### src/rtl/gate_pkg.sv
// Shared types and bitwise helpers for the gate stream reducer.
// Latency: none; constants, enums and pure functions only.
// Backpressure: not applicable.
package gate_pkg;

  typedef enum logic [2:0] {
    OP_AND  = 3'd0,
    OP_OR   = 3'd1,
    OP_XOR  = 3'd2,
    OP_NAND = 3'd3,
    OP_NOR  = 3'd4,
    OP_XNOR = 3'd5,
    OP_RSV6 = 3'd6,
    OP_RSV7 = 3'd7
  } op_e;

  // Underlying reduction operator; inversion is tracked separately.
  typedef enum logic [1:0] {
    BASE_AND = 2'd0,
    BASE_OR  = 2'd1,
    BASE_XOR = 2'd2
  } base_e;

  // Codes above this value are reserved and flag an error on emit.
  localparam logic [2:0] OP_MAX_LEGAL = 3'd5;

  // Reserved codes fall back to AND so the data path is still well defined.
  function automatic base_e base_of(op_e op);
    case (op)
      OP_OR, OP_NOR:   return BASE_OR;
      OP_XOR, OP_XNOR: return BASE_XOR;
      default:         return BASE_AND;
    endcase
  endfunction

  function automatic logic inv_of(op_e op);
    return (op == OP_NAND) || (op == OP_NOR) || (op == OP_XNOR);
  endfunction

  // Fill bit of the accumulator identity: all-ones for AND-based ops,
  // zero otherwise. Callers replicate it to the datapath width.
  function automatic logic identity(op_e op);
    return base_of(op) == BASE_AND;
  endfunction

  // Single-bit base operator, shared by lane reduction and beat folding.
  function automatic logic base_bit(base_e b, logic x, logic y);
    case (b)
      BASE_OR:  return x | y;
      BASE_XOR: return x ^ y;
      default:  return x & y;
    endcase
  endfunction

endpackage

### src/rtl/gate_lane_reduce.sv
// Reduces N lanes of W bits to one W-bit word with the selected base op.
// Latency: purely combinational.
// Backpressure: none; follows its inputs.
module gate_lane_reduce
  import gate_pkg::*;
#(
  parameter int W = 8,
  parameter int N = 2
) (
  input  logic [N*W-1:0] lanes,
  input  base_e          base,
  output logic [W-1:0]   result
);

  // Fold lanes 1..N-1 onto lane 0, bit by bit.
  always_comb begin
    result = lanes[W-1:0];
    for (int k = 1; k < N; k++) begin
      for (int b = 0; b < W; b++) begin
        result[b] = base_bit(base, result[b], lanes[k*W + b]);
      end
    end
  end

endmodule

### src/rtl/gate_stream_reducer.sv
// Reduces lanes of each beat and folds beats across a packet into one W-bit result.
// Latency: result valid one cycle after the last beat is accepted.
// Backpressure: in_ready = !out_valid || out_ready; a held result stalls every beat.
module gate_stream_reducer
  import gate_pkg::*;
#(
  parameter int W     = 8,
  parameter int N     = 2,
  parameter int CNT_W = 8
) (
  input  logic             clk,
  input  logic             rst,
  input  logic [2:0]       op,
  input  logic             in_valid,
  output logic             in_ready,
  input  logic [N*W-1:0]   in_data,
  input  logic             in_last,
  output logic             out_valid,
  input  logic             out_ready,
  output logic [W-1:0]     out_data,
  output logic [CNT_W-1:0] out_beats,
  output logic             out_err
);

  typedef enum logic {
    S_IDLE = 1'b0,
    S_ACC  = 1'b1
  } state_e;

  localparam logic [CNT_W-1:0] CNT_MAX = '1;
  localparam logic [CNT_W-1:0] CNT_ONE = CNT_W'(1);

  state_e           state;
  state_e           state_nxt;
  op_e              op_q;
  op_e              op_cur;
  base_e            base_cur;
  logic [W-1:0]     acc;
  logic [W-1:0]     acc_src;
  logic [W-1:0]     lane_red;
  logic [W-1:0]     fold_val;
  logic [W-1:0]     final_val;
  logic [CNT_W-1:0] cnt;
  logic [CNT_W-1:0] cnt_nxt;
  logic             accept;
  logic             take;
  logic             emit;
  logic             is_err;

  // Ready depends only on the output register and the downstream ready.
  assign in_ready = !out_valid || out_ready;
  assign accept   = in_valid && in_ready;
  assign take     = out_valid && out_ready;
  assign emit     = accept && in_last;

  // The op is taken live on a packet's first beat, then held for the rest.
  assign op_cur   = (state == S_IDLE) ? op_e'(op) : op_q;
  assign base_cur = base_of(op_cur);
  assign is_err   = 3'(op_cur) > OP_MAX_LEGAL;

  gate_lane_reduce #(
    .W(W),
    .N(N)
  ) u_lane_reduce (
    .lanes  (in_data),
    .base   (base_cur),
    .result (lane_red)
  );

  // A fresh packet folds onto the identity so first and later beats share one path.
  assign acc_src = (state == S_IDLE) ? {W{identity(op_cur)}} : acc;

  // Fold the reduced beat into the running accumulator.
  always_comb begin
    fold_val = '0;
    for (int b = 0; b < W; b++) begin
      fold_val[b] = base_bit(base_cur, acc_src[b], lane_red[b]);
    end
  end

  // Inversion is applied once to the packet result; reserved ops emit zero.
  assign final_val = is_err ? '0 : (inv_of(op_cur) ? ~fold_val : fold_val);

  // Beat count including the current beat, sticking at the maximum.
  always_comb begin
    cnt_nxt = cnt;
    if (state == S_IDLE) begin
      cnt_nxt = CNT_ONE;
    end else if (cnt != CNT_MAX) begin
      cnt_nxt = cnt + CNT_ONE;
    end
  end

  // State register.
  always_ff @(posedge clk or posedge rst) begin
    if (rst) begin
      state <= S_IDLE;
    end else begin
      state <= state_nxt;
    end
  end

  // Next state: a last beat closes the packet, any other beat leaves it open.
  always_comb begin
    state_nxt = state;
    if (accept) begin
      state_nxt = in_last ? S_IDLE : S_ACC;
    end
  end

  // Accumulator, beat counter and latched op advance on each accepted beat.
  always_ff @(posedge clk or posedge rst) begin
    if (rst) begin
      acc  <= '0;
      cnt  <= '0;
      op_q <= OP_AND;
    end else if (accept) begin
      if (state == S_IDLE) begin
        op_q <= op_e'(op);
      end
      acc <= fold_val;
      cnt <= cnt_nxt;
    end
  end

  // Output register: load on emit (even while a take happens), clear valid on take.
  always_ff @(posedge clk or posedge rst) begin
    if (rst) begin
      out_valid <= 1'b0;
      out_data  <= '0;
      out_beats <= '0;
      out_err   <= 1'b0;
    end else if (emit) begin
      out_valid <= 1'b1;
      out_data  <= final_val;
      out_beats <= cnt_nxt;
      out_err   <= is_err;
    end else if (take) begin
      out_valid <= 1'b0;
    end
  end

endmodule
### config.mk
export PLATFORM = sky130hd
export DESIGN_NAME = gate_stream_reducer
export DESIGN_NICKNAME = d
export VERILOG_FILES = /design/src/rtl/gate_pkg.sv /design/src/rtl/gate_lane_reduce.sv /design/src/rtl/gate_stream_reducer.sv
export SDC_FILE = /design/constraint.sdc
export NUM_CORES = 1
export LEC_CHECK = 0
export CAP_MARGIN = 0
export CORE_MARGIN = 2
export CORE_UTILIZATION = 55
export CTS_CLUSTER_DIAMETER = 40
export DETAILED_ROUTE_END_ITERATION = 8
export HOLD_SLACK_MARGIN = 0.08
export PLACE_DENSITY = 0.79
export SYNTH_ARGS = -nofsm -noshare
export SYNTH_HDL_FRONTEND = slang
export SYNTH_SLANG_ARGS = --single-unit
### constraint.sdc
create_clock -name clk -period 10 [get_ports clk]
set_clock_uncertainty 0.05 [all_clocks]
set_input_delay 1.5 -clock clk [delete_from_list [all_inputs] [get_ports clk]]
set_output_delay 1.5 -clock clk [all_outputs]
set_load 0.005 [all_outputs]
======== Word level (Yosys, flattened, before mapping) ========
Cells that the tools add are included.
operators by class
  add/sub/neg operators ................... 1
  bitwise logic cells ..................... 49
  reductions and logical operators ........ 11
  muxes and demuxes ....................... 26
  equality and inequality tests ........... 8
  magnitude comparators ................... 1
operator list
  operator               number
  $mux W8                5
  $pmux W1 S2            16
  $and A1 B1 Y1          16
  $or A1 B1 Y1           16
  $xor A1 B1 Y1          16
  $add A8 B1 Y8 const B  1
  $ne A8 B8 Y1 const B   1
  $not A8 Y8             1
  $eq A3 B2 Y1 const B   2
  $eq A3 B3 Y1 const B   2
  $pmux W2 S2            1
  $reduce_or A2 Y1       2
  $eq A3 B1 Y1 const B   1
  $gt A3 B3 Y1 const B   1
  $logic_and A1 B1 Y1    3
  $logic_or A1 B1 Y1     3
  $mux W1                3
  $mux W3                1
  $eq A2 B1 Y1 const B   1
  $eq A2 B2 Y1 const B   1
  $logic_not A2 Y1       1
  $reduce_bool A2 Y1     1
  $logic_not A1 Y1       1
storage, ports and cells
  bits of input ports ..................... 24
  register bits after elaboration ......... 38
  output and inout bits ................... 19
  logic and storage cells ................. 104

======== Longest topological paths before layout ========
  depth after elaboration ................. 11
  mapped depth ............................ 15
  mapped depth without buffers ............ 13

======== Cells and area by module ========
A second synthesis with hierarchy kept.
unflattened totals
  cells, all modules ...................... 364
  area, all modules ....................... 2,969.1 µm²
modules (own cells, without submodules)
  module               area each (µm²)  seq. area each (µm²)  cells an instance  instances
  gate_stream_reducer  2,487.4          950.9                 294                1
  gate_lane_reduce     481.7            0.0                   70                 1

======== Worst setup path before layout ========
No wires, ideal clock.
  kind .................................... input port to flip-flop
  start point ............................. in op[0]
  end point ............................... reg out_data[2]
  data required time ...................... 9,824 ps
  path slack .............................. 5,725 ps
  stages .................................. 14
  library setup time ...................... 126 ps
  buffers on the path ..................... 2
  arrival ................................. 4,099 ps
  path through ............................ mux2_4 xnor2_1 nand2_1 ha_1 clkbuf_1 clkbuf_1 nand2_1 o21ai_0 inv_1 ha_1 and2_0 o31ai_1 nor3_1 a221o_1
between the ends
  word-level cells in the longest chain between the ends .. 11
  elaborated cells on any way between the ends .. 24
  those cells by class .................... 1 x order compare; 7 x eq/ne; 7 x mux; 4 x bitwise; 5 x reduce/logical
ends and longest elaborated chain
  element                                        line                                       text
  from (decl)                                    gate_stream_reducer.sv:13                  input logic [2:0] op,
  $mux W3 *                                      -
  $eq A3 B3 Y1 (tied with other cells)           gate_pkg.sv:29, gate_pkg.sv:37
  $reduce_or A2 Y1                               gate_pkg.sv:29                             case (op)
  $pmux W2 S2                                    gate_pkg.sv:29
  $eq A2 B2 Y1 (tied with other cells)           gate_pkg.sv:48                             case (b)
  $pmux W1 S2 / $mux W8 (equally long branches)  gate_pkg.sv:48, gate_stream_reducer.sv:71
  $and A1 B1 Y1 (tied with other cells)          gate_pkg.sv:51                             default: return x & y;
  $pmux W1 S2                                    gate_pkg.sv:48
  $not A8 Y8                                     gate_stream_reducer.sv:82                  assign final_val = is_err ? '0 : (inv_of(op_cur) ? ~fold_val : fold_val);
  $mux W8                                        gate_stream_reducer.sv:82
  $mux W8 *                                      gate_stream_reducer.sv:82
  to (signal assigned)                           gate_stream_reducer.sv:135                 out_data <= final_val;
  to (decl)                                      gate_stream_reducer.sv:20                  output logic [W-1:0] out_data,
Mark *: on every way between the ends. The rest lies on a longest branch, timed or not.
A chain may end at the register's enable or synchronous reset.

======== Worst setup path after layout ========
  start point ............................. in op[0]
  end point ............................... reg out_data[3]
Same word-level chain as after synthesis.

==> results.ini <==
[outcome]
status=finished, final reports clean

[placement]
dp_slack_ns=4.943
hpwl_um=4002
place_congestion=0.8184
place_inst=425
io_buffers=42

[logic_synthesis]
netlist_instances=330
synth_simple_gate_area_share_pct=17.08
synth_mux_area_share_pct=3.673
synth_nets=390
ys_ff_latch=38
synth.distinct_cells=41
yosysMostFrequentCell=inv_1
synth_area_um2=2828
synthTopCellsByArea=dfrtp_1 34%, ha_1 16%, inv_1 5.8%
synth_flop_cell=dfrtp_1
synth-edff-count=0
synth_area_leader_cell=dfrtp_1
ys_seq_area_share_pct=33.63
synth_compound_area_share_pct=20.40
synth_top_cell_area_share_pct=33.63
synth-async-reset-ratio_pct=100.0
syn_avg_cell_area_um2=8.569
synth_top_family_by_area=compound AO/OA/AOI/OAI gates
synth_fa_ha_area_share_pct=15.93
yosys_warnings=0
synthXorXnorAreaFrac_pct=0.6195
synthTopCellsByCount=44 x inv_1, 38 x dfrtp_1, 37 x nand2_1

[min_path]
hp-start=out_beats[2]
hold_depth=2
hold_path_end=out_beats[2]
hold_path_class=reg2reg

[detailed_routing]
viasPerCell=5.432
drt_wl_total_um=5538
vias=2352
drc=0
drtPass1Iterations=4
routedWlPerCell_um=12.79
drt_iter0_markers=117
final_antenna_net_count=0

[setup_path]
r2r_cells=12
worstSetupPathType=in2reg
rr_startpoint=state
crit_path_max_fanout=32
reg2reg_slack_ns=5.99
required_ns=10.12
rr_endpoint=out_data[3]
cp-start-kind=input pin
cp.arrival_ns=4.87
endpoint_kind=register

[power_and_ir_drop]
p_sw_share_pct=39.65
p_leak_uw=0.001625
p_sw_uw=276.0
ir_worst_vdd_mv=0.1007
p_seq_share_pct=34.7
combPwrFrac_pct=49.8
power.internal_uw=420.1
pwr_density_cell_nw_per_um2=207.0
clkPwrFrac_pct=15.6

[timing]
fmax_mhz=210.6
post-route-period-util_pct=47.49
final-setup-viol-count=0
rsz0062_at_grt=false
hold_viol_final=0
hold_ws_ns=0.4198
slew_viol_final=0
worst_slack_ns=5.251
relSlewSlack_pct=40.02
tns_ns=0
worst_pin_slew_ns=0.8976
min_period_ns=4.749

[die]
ios=43
die_w_um=75.70
rows=26
core_um2=5042
dieArea_um2=5730
die_h_um=75.70
start_util_pct=56.08

[clock_tree]
cts_hold_buf=0
cts_tree=done
cts_max_path_buffers=2
cts.repair.resized=0
h-tree-depth=2
cts_sinks=38
clockRootBuffer=clkbuf_8
cts_setup_buffers=0
path_clk_slew_ns=0.08
clock_latency_ns=0.29
cts_buffers=5

[grt]
grt_start_max_net_pins=39
antenna_found_initial=0
grt_pass1_wl_um=9784
grt_overflow=0
grt_pass1_vias=2185
grt_usage_pct=22.26

[layout]
area_delta_synth_final_pct=18.89
drive_gt1_share_pct=4.683
fin_cells=433
n_antenna_cell=0
fin_nets=422
fin_util_pct=66.67

[flow_run]
drv_cap=0

-- cell families (layout without fill, tap and decap cells) --
logic type	after synthesis	after routing
simple gates	95	95
flops	38	38
xor+xnor	2	2
buf+inv	63	96
mux	8	8
fa+ha+maj	36	36
compound gates	88	88
-- how the worst max path moves through the flow --
stage	from	to	slack, ns
after floorplan	op[0]	out_data[2]	5.72
after global placement	op[0]	out_data[3]	5.05
after detailed placement	op[0]	out_data[4]	4.94
after CTS	op[0]	out_data[4]	5.25
after global routing	op[1]	out_data[4]	4.86
final	op[0]	out_data[3]	5.25
-- metal layers --
metal / share of wire [%] / GRT usage, %
met3: 3.8 / 2.778
met4: 1.7 / 8.772
met1: 45 / 27.93
met5: 0 / 0
met2: 49 / 38.94
-- cell type report --
type                            count  area (µm²)
Clock inverter                      1       5.005
Fill cell                         424        1680
Inverter                           44       165.2
Multi-Input combinational cell    229        1632
Sequential cell                    38       950.9
Clock buffer                        7       86.33
Timing Repair Buffer               44       435.4
Tap cell                           70       87.58
-- registers in the layout, summed over array words and instances, names as in the netlist --
register,count
acc,8
cnt,8
op_q,3
out_beats,8
out_data,8
out_err,1
out_valid,1
state,1
-- power by group through the flow --
| stage | Combinational (µW) | Sequential, µW | Clock (µW) |
|---|---|---|---|
| floorplan | 249 | 230 | 0 |
| global placement | 331 | 241 | 0 |
| global route | 403 | 249 | 117 |
| detailed placement | 348 | 243 | 0 |
| finish | 346 | 241 | 108 |
| CTS | 349 | 241 | 111 |
-- cell usage in the layout (no fill, tap or decap), drive strengths merged --
cell type,synthesis,layout
nor2,7,7
a221o,7,7
o22a,1,1
and2,12,12
nand3b,1,1
a21o,1,1
o2111ai,1,1
o31ai,12,12
a32o,1,1
dfrtp,38,38
nand2,37,37
o211ai,2,2
a31oi,2,2
and4,1,1
nand4b,1,1
a21oi,20,20
mux2i,5,5
mux2,3,3
and3,5,5
nand4,3,3
o2bb2ai,1,1
clkbuf,17,7
inv,44,44
a22oi,8,8
clkinv,0,1
o21ai,26,26
a31o,2,2
o21a,4,4
xnor2,2,2
clkdlybuf4s50,0,42
nand3,3,3
nand2b,9,9
nor2b,9,9
ha,36,36
nor3,7,7
buf,2,2
-- worst max-delay path, stage by stage --
cell,delay (ns)
clkdlybuf4s50_1,0.43
mux2_4,0.30
xnor2_1,0.14
nand2_1,0.12
ha_1,0.87
nand2_1,0.12
o21ai_0,0.16
inv_1,0.08
ha_1,0.27
and2_1,0.15
o31ai_1,0.36
nor3_1,0.08
a221o_1,0.28
-- stage by stage --
stage / total power, µW / area (µm²)
floorplan: 479.6 / 2828
global placement: 571.9 / 3271
detailed placement: 591.1 / 3271
CTS: 701.4 / 3362
global route: 768.3 / 3362
finish: 696.1 / 3362
Note: power is estimated with default switching activity, not from simulation.
